$ cat src/rtl/meas_result_pkg.sv
// Shared constants for the measurement result FIFO: entry layout, field offsets, saturation limit.
// Entry layout grows by a 32-bit timestamp when MEAS_TIMESTAMP_EN is defined.
package meas_result_pkg;

    localparam int ACCW_DEF = 32;
    localparam int TS_W     = 32;

`ifdef MEAS_TIMESTAMP_EN
    localparam int TS_STORE_W = TS_W;
`else
    localparam int TS_STORE_W = 0;
`endif

    localparam logic [15:0] DROP_SAT = 16'hFFFF;

    localparam int OFF_RX   = 0;
    localparam int OFF_RY   = 1;
    localparam int OFF_XACC = 2;

    function automatic int off_yacc(input int accw);
        return 2 + accw;
    endfunction

    function automatic int off_ts(input int accw);
        return 2 + 2 * accw;
    endfunction

    function automatic int entry_w(input int accw);
        return 2 + 2 * accw + TS_STORE_W;
    endfunction

endpackage

$ cat src/rtl/meas_result_mem.sv
// Result FIFO storage: DEPTH x W register array, one synchronous write port, one asynchronous read port.
// Storage carries no reset; validity is tracked by the FIFO count in the top.
module meas_result_mem #(
    parameter int DEPTH = 16,
    parameter int AW    = 4,
    parameter int W     = 66
) (
    input  logic          clk,
    input  logic          we,
    input  logic [AW-1:0] waddr,
    input  logic [W-1:0]  wdata,
    input  logic [AW-1:0] raddr,
    output logic [W-1:0]  rdata
);

    logic [W-1:0] mem_r [DEPTH];

    // write port
    always_ff @(posedge clk) begin
        if (we) begin
            mem_r[waddr] <= wdata;
        end
    end

    assign rdata = mem_r[raddr];

endmodule

$ cat src/rtl/meas_result_fifo.sv
// Captures done-strobed demodulator results into a first-word-fall-through FIFO with registered head outputs,
// plus sticky latest-result and drop accounting. Optional per-entry timestamp: MEAS_TIMESTAMP_EN.
module meas_result_fifo
    import meas_result_pkg::*;
#(
    parameter int DEPTH = 16,
    parameter int ACCW  = ACCW_DEF
) (
    input  logic                       clk,
    input  logic                       reset,
    input  logic                       done,
    input  logic                       resultx,
    input  logic                       resulty,
    input  logic [ACCW-1:0]            xacc,
    input  logic [ACCW-1:0]            yacc,
    input  logic                       clear,
    input  logic                       rd_ready,
    output logic                       rd_valid,
    output logic                       rd_resultx,
    output logic                       rd_resulty,
    output logic [ACCW-1:0]            rd_xacc,
    output logic [ACCW-1:0]            rd_yacc,
    output logic [31:0]                rd_ts,
    output logic [$clog2(DEPTH):0]     count,
    output logic                       overflow,
    output logic [15:0]                drop_count,
    output logic                       last_valid,
    output logic                       last_resultx,
    output logic                       last_resulty
);

    localparam int AW       = $clog2(DEPTH);
    localparam int EW       = entry_w(ACCW);
    localparam int OFF_YACC = off_yacc(ACCW);
    localparam logic [AW:0] CNT_ZERO = {(AW+1){1'b0}};
    localparam logic [AW:0] CNT_ONE  = (AW+1)'(1);
    localparam logic [AW:0] CNT_FULL = (AW+1)'(DEPTH);

    logic [AW-1:0]   wr_ptr_r, rd_ptr_r, wr_ptr_nxt_s, rd_ptr_nxt_s;
    logic [AW:0]     count_r, count_nxt_s;
    logic            rd_valid_r, rd_resultx_r, rd_resulty_r;
    logic [ACCW-1:0] rd_xacc_r, rd_yacc_r;
    logic            overflow_r, last_valid_r, last_resultx_r, last_resulty_r;
    logic [15:0]     drop_count_r;
    logic            empty_s, full_s, pop_s, push_s, drop_s, bypass_s;
    logic [EW-1:0]   wr_data_s, mem_rdata_s, head_nxt_s;

`ifdef MEAS_TIMESTAMP_EN
    localparam int OFF_TS = off_ts(ACCW);
    logic [TS_W-1:0] ts_cnt_r, rd_ts_r;
`endif

    // handshake decode, entry packing and next-head selection
    always_comb begin
        empty_s  = (count_r == CNT_ZERO);
        full_s   = (count_r == CNT_FULL);
        pop_s    = !empty_s && rd_ready && !clear;
        push_s   = done && !clear && (!full_s || pop_s);
        drop_s   = done && !clear && full_s && !pop_s;
        wr_ptr_nxt_s = push_s ? (wr_ptr_r + AW'(1)) : wr_ptr_r;
        rd_ptr_nxt_s = pop_s  ? (rd_ptr_r + AW'(1)) : rd_ptr_r;
        case ({push_s, pop_s})
            2'b10:   count_nxt_s = count_r + CNT_ONE;
            2'b01:   count_nxt_s = count_r - CNT_ONE;
            default: count_nxt_s = count_r;
        endcase
        // the entry being written becomes the head when nothing older survives this cycle
        bypass_s = push_s && (empty_s || ((count_r == CNT_ONE) && pop_s));
        wr_data_s = {EW{1'b0}};
        wr_data_s[OFF_RX]             = resultx;
        wr_data_s[OFF_RY]             = resulty;
        wr_data_s[OFF_XACC +: ACCW]   = xacc;
        wr_data_s[OFF_YACC +: ACCW]   = yacc;
`ifdef MEAS_TIMESTAMP_EN
        wr_data_s[OFF_TS +: TS_W]     = ts_cnt_r;
`endif
        if (bypass_s) begin
            head_nxt_s = wr_data_s;
        end else begin
            head_nxt_s = mem_rdata_s;
        end
    end

    meas_result_mem #(
        .DEPTH (DEPTH),
        .AW    (AW),
        .W     (EW)
    ) u_mem (
        .clk   (clk),
        .we    (push_s),
        .waddr (wr_ptr_r),
        .wdata (wr_data_s),
        .raddr (rd_ptr_nxt_s),
        .rdata (mem_rdata_s)
    );

    // pointers, count, registered head and status
    always_ff @(posedge clk or posedge reset) begin
        if (reset) begin
            wr_ptr_r       <= {AW{1'b0}};
            rd_ptr_r       <= {AW{1'b0}};
            count_r        <= CNT_ZERO;
            rd_valid_r     <= 1'b0;
            rd_resultx_r   <= 1'b0;
            rd_resulty_r   <= 1'b0;
            rd_xacc_r      <= {ACCW{1'b0}};
            rd_yacc_r      <= {ACCW{1'b0}};
            overflow_r     <= 1'b0;
            drop_count_r   <= 16'h0000;
            last_valid_r   <= 1'b0;
            last_resultx_r <= 1'b0;
            last_resulty_r <= 1'b0;
        end else if (clear) begin
            wr_ptr_r     <= {AW{1'b0}};
            rd_ptr_r     <= {AW{1'b0}};
            count_r      <= CNT_ZERO;
            rd_valid_r   <= 1'b0;
            overflow_r   <= 1'b0;
            drop_count_r <= 16'h0000;
            last_valid_r <= 1'b0;
        end else begin
            wr_ptr_r   <= wr_ptr_nxt_s;
            rd_ptr_r   <= rd_ptr_nxt_s;
            count_r    <= count_nxt_s;
            rd_valid_r <= (count_nxt_s != CNT_ZERO);
            if (count_nxt_s != CNT_ZERO) begin
                rd_resultx_r <= head_nxt_s[OFF_RX];
                rd_resulty_r <= head_nxt_s[OFF_RY];
                rd_xacc_r    <= head_nxt_s[OFF_XACC +: ACCW];
                rd_yacc_r    <= head_nxt_s[OFF_YACC +: ACCW];
            end
            if (drop_s) begin
                overflow_r <= 1'b1;
                if (drop_count_r != DROP_SAT) begin
                    drop_count_r <= drop_count_r + 16'd1;
                end
            end
            if (done) begin
                last_valid_r   <= 1'b1;
                last_resultx_r <= resultx;
                last_resulty_r <= resulty;
            end
        end
    end

`ifdef MEAS_TIMESTAMP_EN
    // free-running stamp; only reset restarts it
    always_ff @(posedge clk or posedge reset) begin
        if (reset) begin
            ts_cnt_r <= {TS_W{1'b0}};
        end else begin
            ts_cnt_r <= ts_cnt_r + 32'd1;
        end
    end

    // head timestamp follows the head entry like the other rd_* fields
    always_ff @(posedge clk or posedge reset) begin
        if (reset) begin
            rd_ts_r <= {TS_W{1'b0}};
        end else if (!clear && (count_nxt_s != CNT_ZERO)) begin
            rd_ts_r <= head_nxt_s[OFF_TS +: TS_W];
        end
    end

    assign rd_ts = rd_ts_r;
`else
    assign rd_ts = {TS_W{1'b0}};
`endif

    assign rd_valid     = rd_valid_r;
    assign rd_resultx   = rd_resultx_r;
    assign rd_resulty   = rd_resulty_r;
    assign rd_xacc      = rd_xacc_r;
    assign rd_yacc      = rd_yacc_r;
    assign count        = count_r;
    assign overflow     = overflow_r;
    assign drop_count   = drop_count_r;
    assign last_valid   = last_valid_r;
    assign last_resultx = last_resultx_r;
    assign last_resulty = last_resulty_r;

endmodule

$ cat config.mk
export PLATFORM = sky130hd
export DESIGN_NAME = meas_result_fifo
export DESIGN_NICKNAME = d
export VERILOG_FILES = /design/src/rtl/meas_result_pkg.sv /design/src/rtl/meas_result_mem.sv /design/src/rtl/meas_result_fifo.sv
export SDC_FILE = /design/constraint.sdc
export NUM_CORES = 1
export LEC_CHECK = 0
export CAP_MARGIN = 25
export CELL_PAD_IN_SITES_DETAIL_PLACEMENT = 0
export CELL_PAD_IN_SITES_GLOBAL_PLACEMENT = 1
export CORE_UTILIZATION = 50
export CTS_BUF_LIST = sky130_fd_sc_hd__clkbuf_8
export DETAILED_ROUTE_END_ITERATION = 7
export GPL_TIMING_DRIVEN = 0
export PLACE_DENSITY_LB_ADDON = 0.1
export SLEW_MARGIN = 25
export SYNTH_ARGS = -nofsm -noshare
export SYNTH_HDL_FRONTEND = slang
export SYNTH_HIERARCHICAL = 1
export SYNTH_SLANG_ARGS = --single-unit
$ cat constraint.sdc
create_clock -name clk -period 9.9 [get_ports clk]
set_clock_uncertainty 0.1 [all_clocks]
set_input_delay 0.99 -clock clk [delete_from_list [all_inputs] [get_ports clk]]
set_output_delay 0.99 -clock clk [all_outputs]
set_load 0.01 [all_outputs]
### Word-level counts from Yosys, hierarchy flattened

Memories as Yosys holds them, arrays and structs flattened.
Index checks and enable logic that the tools add are counted.

* add/subtract/negate cells: 5
* multipliers: 0
* div/mod/pow operators: 0
* magnitude comparators: 0
* eq/ne operators: 5
* shifts and indexed selects: 0
* mux-type cells: 17
* bitwise operators: 1
* reduce and logical (&&, ||, !) cells: 23

Operators with widths (number)
* $mux W66: 1
* $mux W16: 3
* $add A16 B1 Y16 const B: 1
* $mux W4: 4
* $ne A16 B16 Y1 const B: 1
* $pmux W5 S2: 1
* $add A4 B1 Y4 const B: 2
* $logic_and A1 B1 Y1: 8
* $reduce_bool A2 Y1: 4
* $mux W1: 7
* $reduce_and A2 Y1: 3
* $add A5 B1 Y5 const B: 1
* $eq A5 B1 Y1 const B: 1
* $eq A5 B5 Y1 const B: 1
* $logic_not A5 Y1: 1
* $mux W5: 1
* $reduce_bool A5 Y1: 1
* $sub A5 B1 Y5 const B: 1
* $logic_not A1 Y1: 4
* $eq A2 B1 Y1 const B: 1
* $eq A2 B2 Y1 const B: 1
* $logic_or A1 B1 Y1: 2
* $not A1 Y1: 1

* register bits: 100
* bits in latches: 0
* bits in writable memories: 1056
* memory bits (read-only): 0
* bits of input ports: 71
* word-level logic and storage cells: 65
* memories: 1

Memories
* u_mem.mem_r: words 16, bits a word 66, rd ports 1, clocked after Yosys merged registers in 0, write ports 1, line meas_result_mem.sv:16 `logic [W-1:0] mem_r [DEPTH];`

### Logic depth before layout (Yosys ltp)

Gate-level depths: netlist of the first run.

* depth after elaboration: 10
* mapped depth: 14
* gate-level depth less buffers: 11

### Modules after synthesis

Netlist of the first run, hierarchy kept.

Modules (own cells, without submodules)
* meas_result_mem: times used 1, cells each 1632, area each 39480.4 um^2, sequential area each 31710.4 um^2
* meas_result_fifo: times used 1, cells each 449, area each 5502.8 um^2, sequential area each 2502.4 um^2

### Worst setup path before layout of the first run

Ideal clock, no wire load.

* path type: input to register
* start point: input port clear
* end point: memory u_mem.mem_r[0][0], enable pin
* setup time: 571 ps
* arrival time: 6779 ps
* required time: 9229 ps
* setup slack: 2450 ps
* stages: 5
* buffers on the path: 1
* cells stage by stage: clkbuf_1 -> nand2b_1 -> a21oi_1 -> or3b_2 -> nor3_1

* word-level cells in the longest chain between the ends: 6
* elaborated cells on any way between the ends: 7
* those cells by class: mux (2); reduce/logical (5)

Ends and longest elaborated chain
* from (decl): line meas_result_fifo.sv:16 `input logic clear,`
* $logic_not A1 Y1 *: line meas_result_fifo.sv:57, meas_result_fifo.sv:58
* $logic_and A1 B1 Y1: line meas_result_fifo.sv:57 `pop_s = !empty_s && rd_ready && !clear;`
* $logic_or A1 B1 Y1: line meas_result_fifo.sv:58 `push_s = done && !clear && (!full_s || pop_s);`
* $logic_and A1 B1 Y1 *: line meas_result_fifo.sv:58
* named net push_s: line meas_result_fifo.sv:45 `logic empty_s, full_s, pop_s, push_s, drop_s, bypass_s;`
* $mux W1 *: line meas_result_mem.sv:20 `if (we) begin`
* $mux W1 (implied by the code) *: line meas_result_mem.sv:21 `mem_r[waddr] <= wdata;`
* to (decl): line meas_result_mem.sv:16

The timed path passes the listed nets; every way through them passes the cells marked *.

### Worst setup path after layout of the first run

* start point: input port clear
* end point: register rd_yacc_r[30], in the netlist rd_yacc[30]

* elaborated cells on any way between the ends: 17
* those cells by class: eq/ne (2); mux (3); bitwise (1); reduce/logical (10); memory (1)

RTL lines
* $logic_not A1 Y1: line meas_result_fifo.sv:57
* $logic_and A1 B1 Y1: line meas_result_fifo.sv:57
* $mux W4: line meas_result_fifo.sv:61 `rd_ptr_nxt_s = pop_s ? (rd_ptr_r + AW'(1)) : rd_ptr_r;`
* named net rd_ptr_nxt_s[1]: line meas_result_fifo.sv:39 `logic [AW-1:0] wr_ptr_r, rd_ptr_r, wr_ptr_nxt_s, rd_ptr_nxt_s;`
* $mem_v2 Z16 W66
* named net mem_rdata_s[64]: line meas_result_fifo.sv:46 `logic [EW-1:0] wr_data_s, mem_rdata_s, head_nxt_s;`
* $mux W66: line meas_result_fifo.sv:77 `if (bypass_s) begin`
* to (signal assigned): line meas_result_fifo.sv:107 `rd_yacc_r <= {ACCW{1'b0}};`
* to (signal assigned): line meas_result_fifo.sv:130 `rd_yacc_r <= head_nxt_s[OFF_YACC +: ACCW];`
* to (decl): line meas_result_fifo.sv:42 `logic [ACCW-1:0] rd_xacc_r, rd_yacc_r;`

The timed path passes the listed nets, and every way through them passes these cells.
A chain may end at the register's enable or synchronous reset.

==> impl_results.md, run 1 <==
- Status: finished, violations left
- Violated checks: DRC
- Core box area: 0.08878 mm2
- GPL Wtd Cong: between 0.7 and 0.8
- Final Max Slew Viols: 0
- Layout Cells excl Fill: between 3000 and 4000
- Unrepaired setup endpoints after global routing: false
- Post-synth EDFFs: 1056
- Final core utilization: 0.6003
- Critical path's top delay family: buffers and inverters
- Worst vdd ir: 132.4 uV
- Clk pin slew, worst setup/hold paths: 0.06 ns
- Largest net degree at the start of global routing: 75
- Mean Syn Cell Area: 21.62 um2
- Total track usage: 0.2336
- Synth top area cells: edfxtp_1 70%, mux4_2 13%, dfrtp_1 5.6%
- Worst Tran Pin Value: 0.9545 ns
- Worst relative slew slack: 0.3637
- Multi-input gate area: 0.01015 mm2
- Setup_tns: 0 ns
- Ratio of cells with drive above 1 in the final layout: 0.3043
- Wire per inst: 26.83 um
- Worst endpoint required time: 10.51 ns
- Slowest CP cell: a21oi_1
- FILL cells: 6397
- Adder-cell area share of the yosys netlist: 0.002503
- Setup bufs post-CTS: 0
- Port bufs: 162
- DR iter-0 viols: 1772
- CTS tree: built
- Synth top area share: 0.7049
- Residual DRC: 11
- FF+latch area: between 0.03 and 0.04 mm2
- Die height: 301.9 um
- Antenna Nets Post-Route: 0
- Largest fanout on the critical path: 10
- Tot Pwr: 10060 uW
- PwrDens: 188.8 mW/mm2
- Final Hold Viols: 0
- Largest family of logic cells by synthesized area: multiplexers
- CTS Sinks: ~1200
- Fmax achieved: ~200 MHz
- Vias in the first global route: 23470
- Cell Chain, Critical Path: clkdlybuf4s50_1 -> nand2b_1 -> a21oi_1 -> mux2_2 -> clkbuf_1 -> clkbuf_1 -> mux4_2 -> a22oi_1 -> nand2_1 -> mux2_2 -> mux2_2
- CTS Root Cell: clkbuf_8
- Starting density of the core: 0.5067
- Post-synthesis mux area share: 0.1696
- Crit. End Element: flip-flop
- Post-synthesis simple-gate area fraction: 0.01905
- Most numerous cell on the critical path: mux2_2
- H-tree depth: 4
- CTS resizes: 0
- DRT Pass-1 Iters: 8
- Slowest stage delay, CP: 0.79 ns
- Max-Cap Viols: 0
- Clk Latency, worst-skew pair: ~0.84 ns
- Dpl hpwl: just under 70000 um
- Routed wire length: 104000 um
- Yosys reg bits: 1156
- Area delta synth->final: 18.49%
- Final Setup Violations: 0
- First-pass GRT wire length: 152100 um
- Sequential element share of the synthesized area: 0.7606
- Buffers from clock root to sink, at most: 3
- Post-synth design cell area: 0.04498 mm2
- Gate Count Post-Synth: 2081
- Yosys cell types: 47
- XOR/XNOR Fraction of Synth Area: 0.003310
- Setup Crit Path Kind: in2reg
- Synth Area in Compound Gates: 0.02601
- Worst EP arrival: between 5 and 6 ns
- Hold Crit Class: in2async
- Cell Rows: 109
- Vias: 22490
- Critical Path Source Type: primary input
- Min Hold Slack: 0.3991 ns
- Chip Width: 301.9 um
- Crit path buffers/inverters: 3
- Static leakage: 0.01760 uW
- Hold buffer count at CTS: 0
- Via density: slightly below 6
- I/O Pins: about 200
- Num CTS Buffers: 184
- Synth area leader: edfxtp_1
- Tcrit/Tclk final: 0.4974
- Initial antenna violation count: 9
- Most used DFF post-synth: edfxtp_1
- Clock period minus worst slack: between 4 and 5 ns
- GR Overflow Total: 0
- Die area: 0.09117 mm2
- Placed Cells: between 3000 and 4000
- Yosys warnings: 6
- Final nets: 2635
- Post-synth ARST share: 0.08651
## registers in the layout (all words and copies together) (netlist names)
name	flops
last_resulty	1
rd_yacc	32
overflow	1
u_mem/mem_r	1056
last_valid	1
rd_valid	1
count	5
wr_ptr_r	4
rd_resulty	1
rd_ptr_r	4
rd_resultx	1
last_resultx	1
drop_count	16
rd_xacc	32
## worst paths after layout
kind / startpoint / to / slack [ns] / cells after the start
hold / removal: reset / rd_xacc[14]$_DFFE_PP0P_ / 0.40 / 2
hold reg to reg: rd_yacc[7]$_DFFE_PP0P_ / rd_yacc[7]$_DFFE_PP0P_ / 0.40 / 1
min in group clk: rd_yacc[7]$_DFFE_PP0P_ / rd_yacc[7]$_DFFE_PP0P_ / 0.40 / 1
max in group asynchronous: reset / rd_yacc[7]$_DFFE_PP0P_ / 8.56 / 3
setup / recovery: clear / rd_yacc[30]$_DFFE_PP0P_ / 4.98 / 11
setup reg to reg: count[0]$_DFF_PP0_ / rd_yacc[30]$_DFFE_PP0P_ / 5.03 / 11
## area by class of cell
| type | instances | area share |
|---|---|---|
| antenna | 3 | 0.0001409 |
| sequential | 1156 | 0.6419 |
| clock inverter | 130 | 0.01122 |
| clock buffer | 209 | 0.05397 |
| tap | 1165 | 0.02735 |
| buffer | 139 | 0.01524 |
| inverter | 11 | 0.0009155 |
| multi-input combinational | 806 | 0.1904 |
| timing repair buffer | 257 | 0.05890 |
## cells by family (layout without fill, tap and decap cells)
family,after synthesis,count (layout)
flops,1156,1156
mux,404,404
simple gates,185,185
compound gates,159,159
buf+inv,150,746
xor+xnor,17,17
fa+ha+maj,9,9
other cells,1,35
## metal layers
layer,track usage,part of all wire,routed length [um],vias up
met3,0.05293,0.063,6577,139
met5,0,0.00058,60,-
met2,0.3854,0.50,52070,733
met1,0.3140,0.42,43440,12010
li1,-,-,-,9597
met4,0.06662,0.018,1831,8
## report_power, final
part	switching [uW]	internal [uW]	leakage, uW	total (uW)
logic	331	424	0.00474	755
clock network	1810	1960	0.00211	3770
registers	71.2	5470	0.0108	5540
total	2210	7850	0.0176	10100
## cells in the final DEF, fill, tap and decap left out, drive strengths merged, types with 2 or more instances in the layout
master / instances
edfxtp: 1056
clkbuf: 267
mux4: 264
buf: 176
clkdlybuf4s50: 162
mux2: 137
a22oi: 133
inv: 107
dfrtp: 100
nand2: 79
nor2: 42
conb: 32
clkinv: 32
nand3: 12
xnor2: 10
a21oi: 9
ha: 9
nor2b: 8
xor2: 7
nor3: 7
nand2b: 6
o21ai: 6
and3: 5
nor4: 5
or3: 4
diode: 3
mux2i: 3
nor4b: 3
nand4: 3
nand3b: 3
a221o: 2
o211ai: 2
or4: 2
or3b: 2
## cells in the mapped netlist (12+ instances only)
library cell,n
buf_2,14
buf_6,12
mux2_4,29
a22oi_1,133
buf_4,48
clkbuf_1,58
edfxtp_1,1056
nand2_1,79
dfrtp_1,100
mux4_2,264
nor2_1,42
nand3_1,12
mux2_2,108
## metrics by stage
step / instance area [um2] / worst slack [ns]
final: 53300 / 4.976
after global routing: 53300 / 4.784
after CTS: 53290 / 4.957
after detailed placement: 49820 / 4.096
after global placement: 48180 / -4.020
after floorplan: 45100 / 2.450
Power figures use the tool's default switching activity.
==> run 2, diff against run 1 <==
==> constraint.sdc (replaced) <==
create_clock -name clk -period 4.99 [get_ports clk]
set_clock_uncertainty 0.1 [all_clocks]
set_input_delay 0.499 -clock clk [delete_from_list [all_inputs] [get_ports clk]]
set_output_delay 0.499 -clock clk [all_outputs]
set_load 0.01 [all_outputs]
==> run 2 against run 1 <==
- largest power group unchanged
- largest cell class unchanged
- global-route usage rose by 0.35 points
- critical path depth did not move
- the run still ends with DRC left
- die area did not move
- sequential cell count did not move
- routed wire length rose by 1.3%
- sequential share of layout area fell by 0.23 points
- highest routed layer unchanged
- non-clock buffer count fell by 15
==> impl_results.md, run 2 (synthesis results as in run 1) <==
- Final core utilization: 0.6025
- Critical Path Source Type: flip-flop
- R2R depth: 11
- Wire per inst: 27.25 um
- CTS tree: built
- CTS Root Cell: clkbuf_8
- Initial antenna violation count: 8
- Top reg by flops: u_mem/mem_r
- H-tree depth: 4
- Dpl hpwl: 68170 um
- GR Overflow Total: 0
- Unrepaired setup endpoints after global routing: false
- Tot Pwr: 20110 uW
- DR iter-0 viols: 1855
- Status: finished, violations left
- Worst endpoint required time: 5.60 ns
- Worst EP arrival: 5.30 ns
- I/O Pins: 195
- Port bufs: between 150 and 200
- Final nets: 2620
- Total track usage: 0.2370
- FILL cells: 6420
- Via density: 5.826
- Area delta synth->final: 18.92%
- Max reg flops: 1056
- GPL Wtd Cong: between 0.7 and 0.8
- Ratio of cells with drive above 1 in the final layout: 0.2998
- Tcrit/Tclk final: 0.9395
- Antenna Nets Post-Route: 0
- Reg-to-reg slack, setup: 0.30 ns
- Place WS: -0.4074 ns
- Vias in the first global route: 23570
- Commonest non-fill, non-tap cell in the layout: edfxtp_1
- Crit. End Element: flip-flop
- Largest fanout on the critical path: 10
- Fmax achieved: between 200 and 250 MHz
- Final Max Slew Viols: 0
- DRT Pass-1 Iters: 7
- Clk Latency, worst-skew pair: approximately 0.83 ns
- CTS Sinks: 1156
- Residual DRC: 30
- WHS Endpoint: last_valid$_DFFE_PP0P_
- R2R Path End: rd_yacc[30]$_DFFE_PP0P_
- Core box area: roughly 0.09 mm2
- Violated checks: DRC
- Critical hold path startpoint: last_valid$_DFFE_PP0P_
- Die height: 301.9 um
- Largest net degree at the start of global routing: 53
- Setup Crit Path Kind: reg2reg
- Worst vdd ir: 288.4 uV
- Routed wire length: roughly 110000 um
- Static leakage: 0.01753 uW
- PwrDens: 375.9 mW/mm2
- Cell Rows: 109
- Final Setup Violations: 0
- Max-Cap Viols: 0
- Chip Width: 301.9 um
- First-pass GRT wire length: 154500 um
- Hold Crit Class: reg2reg
- Worst Tran Pin Value: between 1 and 1.5 ns
- Clk pin slew, worst setup/hold paths: ~0.060 ns
- Buffers from clock root to sink, at most: 3
- Worst r2r src: count[0]$_DFF_PP0_
- Vias: 22510
- Worst relative slew slack: 0.3000
- Clock period minus worst slack: 4.688 ns
- Final Hold Viols: 0
- Num CTS Buffers: 184
- Commonest non-fill, non-tap cells in the layout: 1056 x edfxtp_1, 264 x mux4_2, 199 x clkbuf_8, 162 x clkdlybuf4s50_1, 133 x a22oi_1
- Die area: just over 0.09 mm2
- Hold Path Cell Cnt: 2
- PnR worst setup slack: 0.3018 ns
- Starting density of the core: 0.5067
- Min Hold Slack: 0.4009 ns
==> run 2: cell count changes in the layout (fill, tap and decap cells not counted), sizes merged <==
cell / delta
diode: +1
dlygate4sd3: +1
inv: -17
clkbuf: -10
bufinv: +4
clkinv: +24
clkinvlp: +1
buf: -16
==> run 2: cell type report <==
type                            count  area (um2)  area share
Clock buffer                      199        2739     0.05120
Clock inverter                    142       758.2     0.01417
Antenna cell                        4       10.01   0.0001871
Inverter                           11       48.80   0.0009122
Multi-Input combinational cell    806       10170      0.1902
Timing Repair Buffer              242        3281     0.06133
Tap cell                         1165        1458     0.02725
Buffer                            139       810.8     0.01516
Sequential cell                  1156       34210      0.6396
==> run 2: how the worst max path moves through the flow <==
stage	startpoint	slack, ns	end	cells after the start
finish	count[0]$_DFF_PP0_	0.30	rd_yacc[30]$_DFFE_PP0P_	11
global route	count[0]$_DFF_PP0_	0.07	rd_yacc[25]$_DFFE_PP0P_	13
global placement	clear	-4.68	u_mem/mem_r[1][60]$_DFFE_PP_	6
floorplan	count[0]$_DFF_PP0_	-0.40	u_mem/mem_r[1][0]$_DFFE_PP_	6
CTS	count[0]$_DFF_PP0_	0.29	rd_yacc[30]$_DFFE_PP0P_	11
detailed placement	clear	-0.41	rd_yacc[22]$_DFFE_PP0P_	11
==> run 2: report_power, final <==
group          internal (uW)  switching (uW)  total [uW]
Combinational            841             657        1500
Clock                   3950            3670        7620
Sequential             10800             140       11000
==> run 2: per-stage QoR <==
step | TNS [ns] | instances | cell area, um2
floorplan | -79.08 | 2112 | 45150
global placement | -3055.75 | 3439 | 48230
detailed placement | -16.06 | 3518 | 49970
CTS | 0 | 3860 | 53480
global route | 0 | 3863 | 53490
finish | 0 | 3864 | 53490
==> run 2: worst max-delay path, cell delays in order, from the launching register on <==
cell and delay [ns]:
dfrtp_1 0.50, inv_1 0.10, ha_1 0.25, a21oi_2 0.54
mux2_2 0.30, clkbuf_1 0.74, clkbuf_1 0.78, mux4_2 0.41
a22oi_1 0.18, nand2_1 0.08, mux2_2 0.31, mux2_2 0.27
==> run 2: routing by layer <==
metal	wire (um)	GRT usage	share of wire	vias to the layer above
met3	6097	0.04561	0.058	154
met1	43910	0.3211	0.42	12040
li1	-	-	-	9585
met2	53250	0.3941	0.51	719
met5	46	0	0.00044	-
met4	1999	0.06902	0.019	8
==> run 2: repair_timing <==
item                                    4_1_cts  5_1_grt
resized for setup                             1        0
hold buffers                                  1        0
endpoints found under the setup margin        4        0
setup buffers                                 0        0
endpoints found under the hold margin        51        0
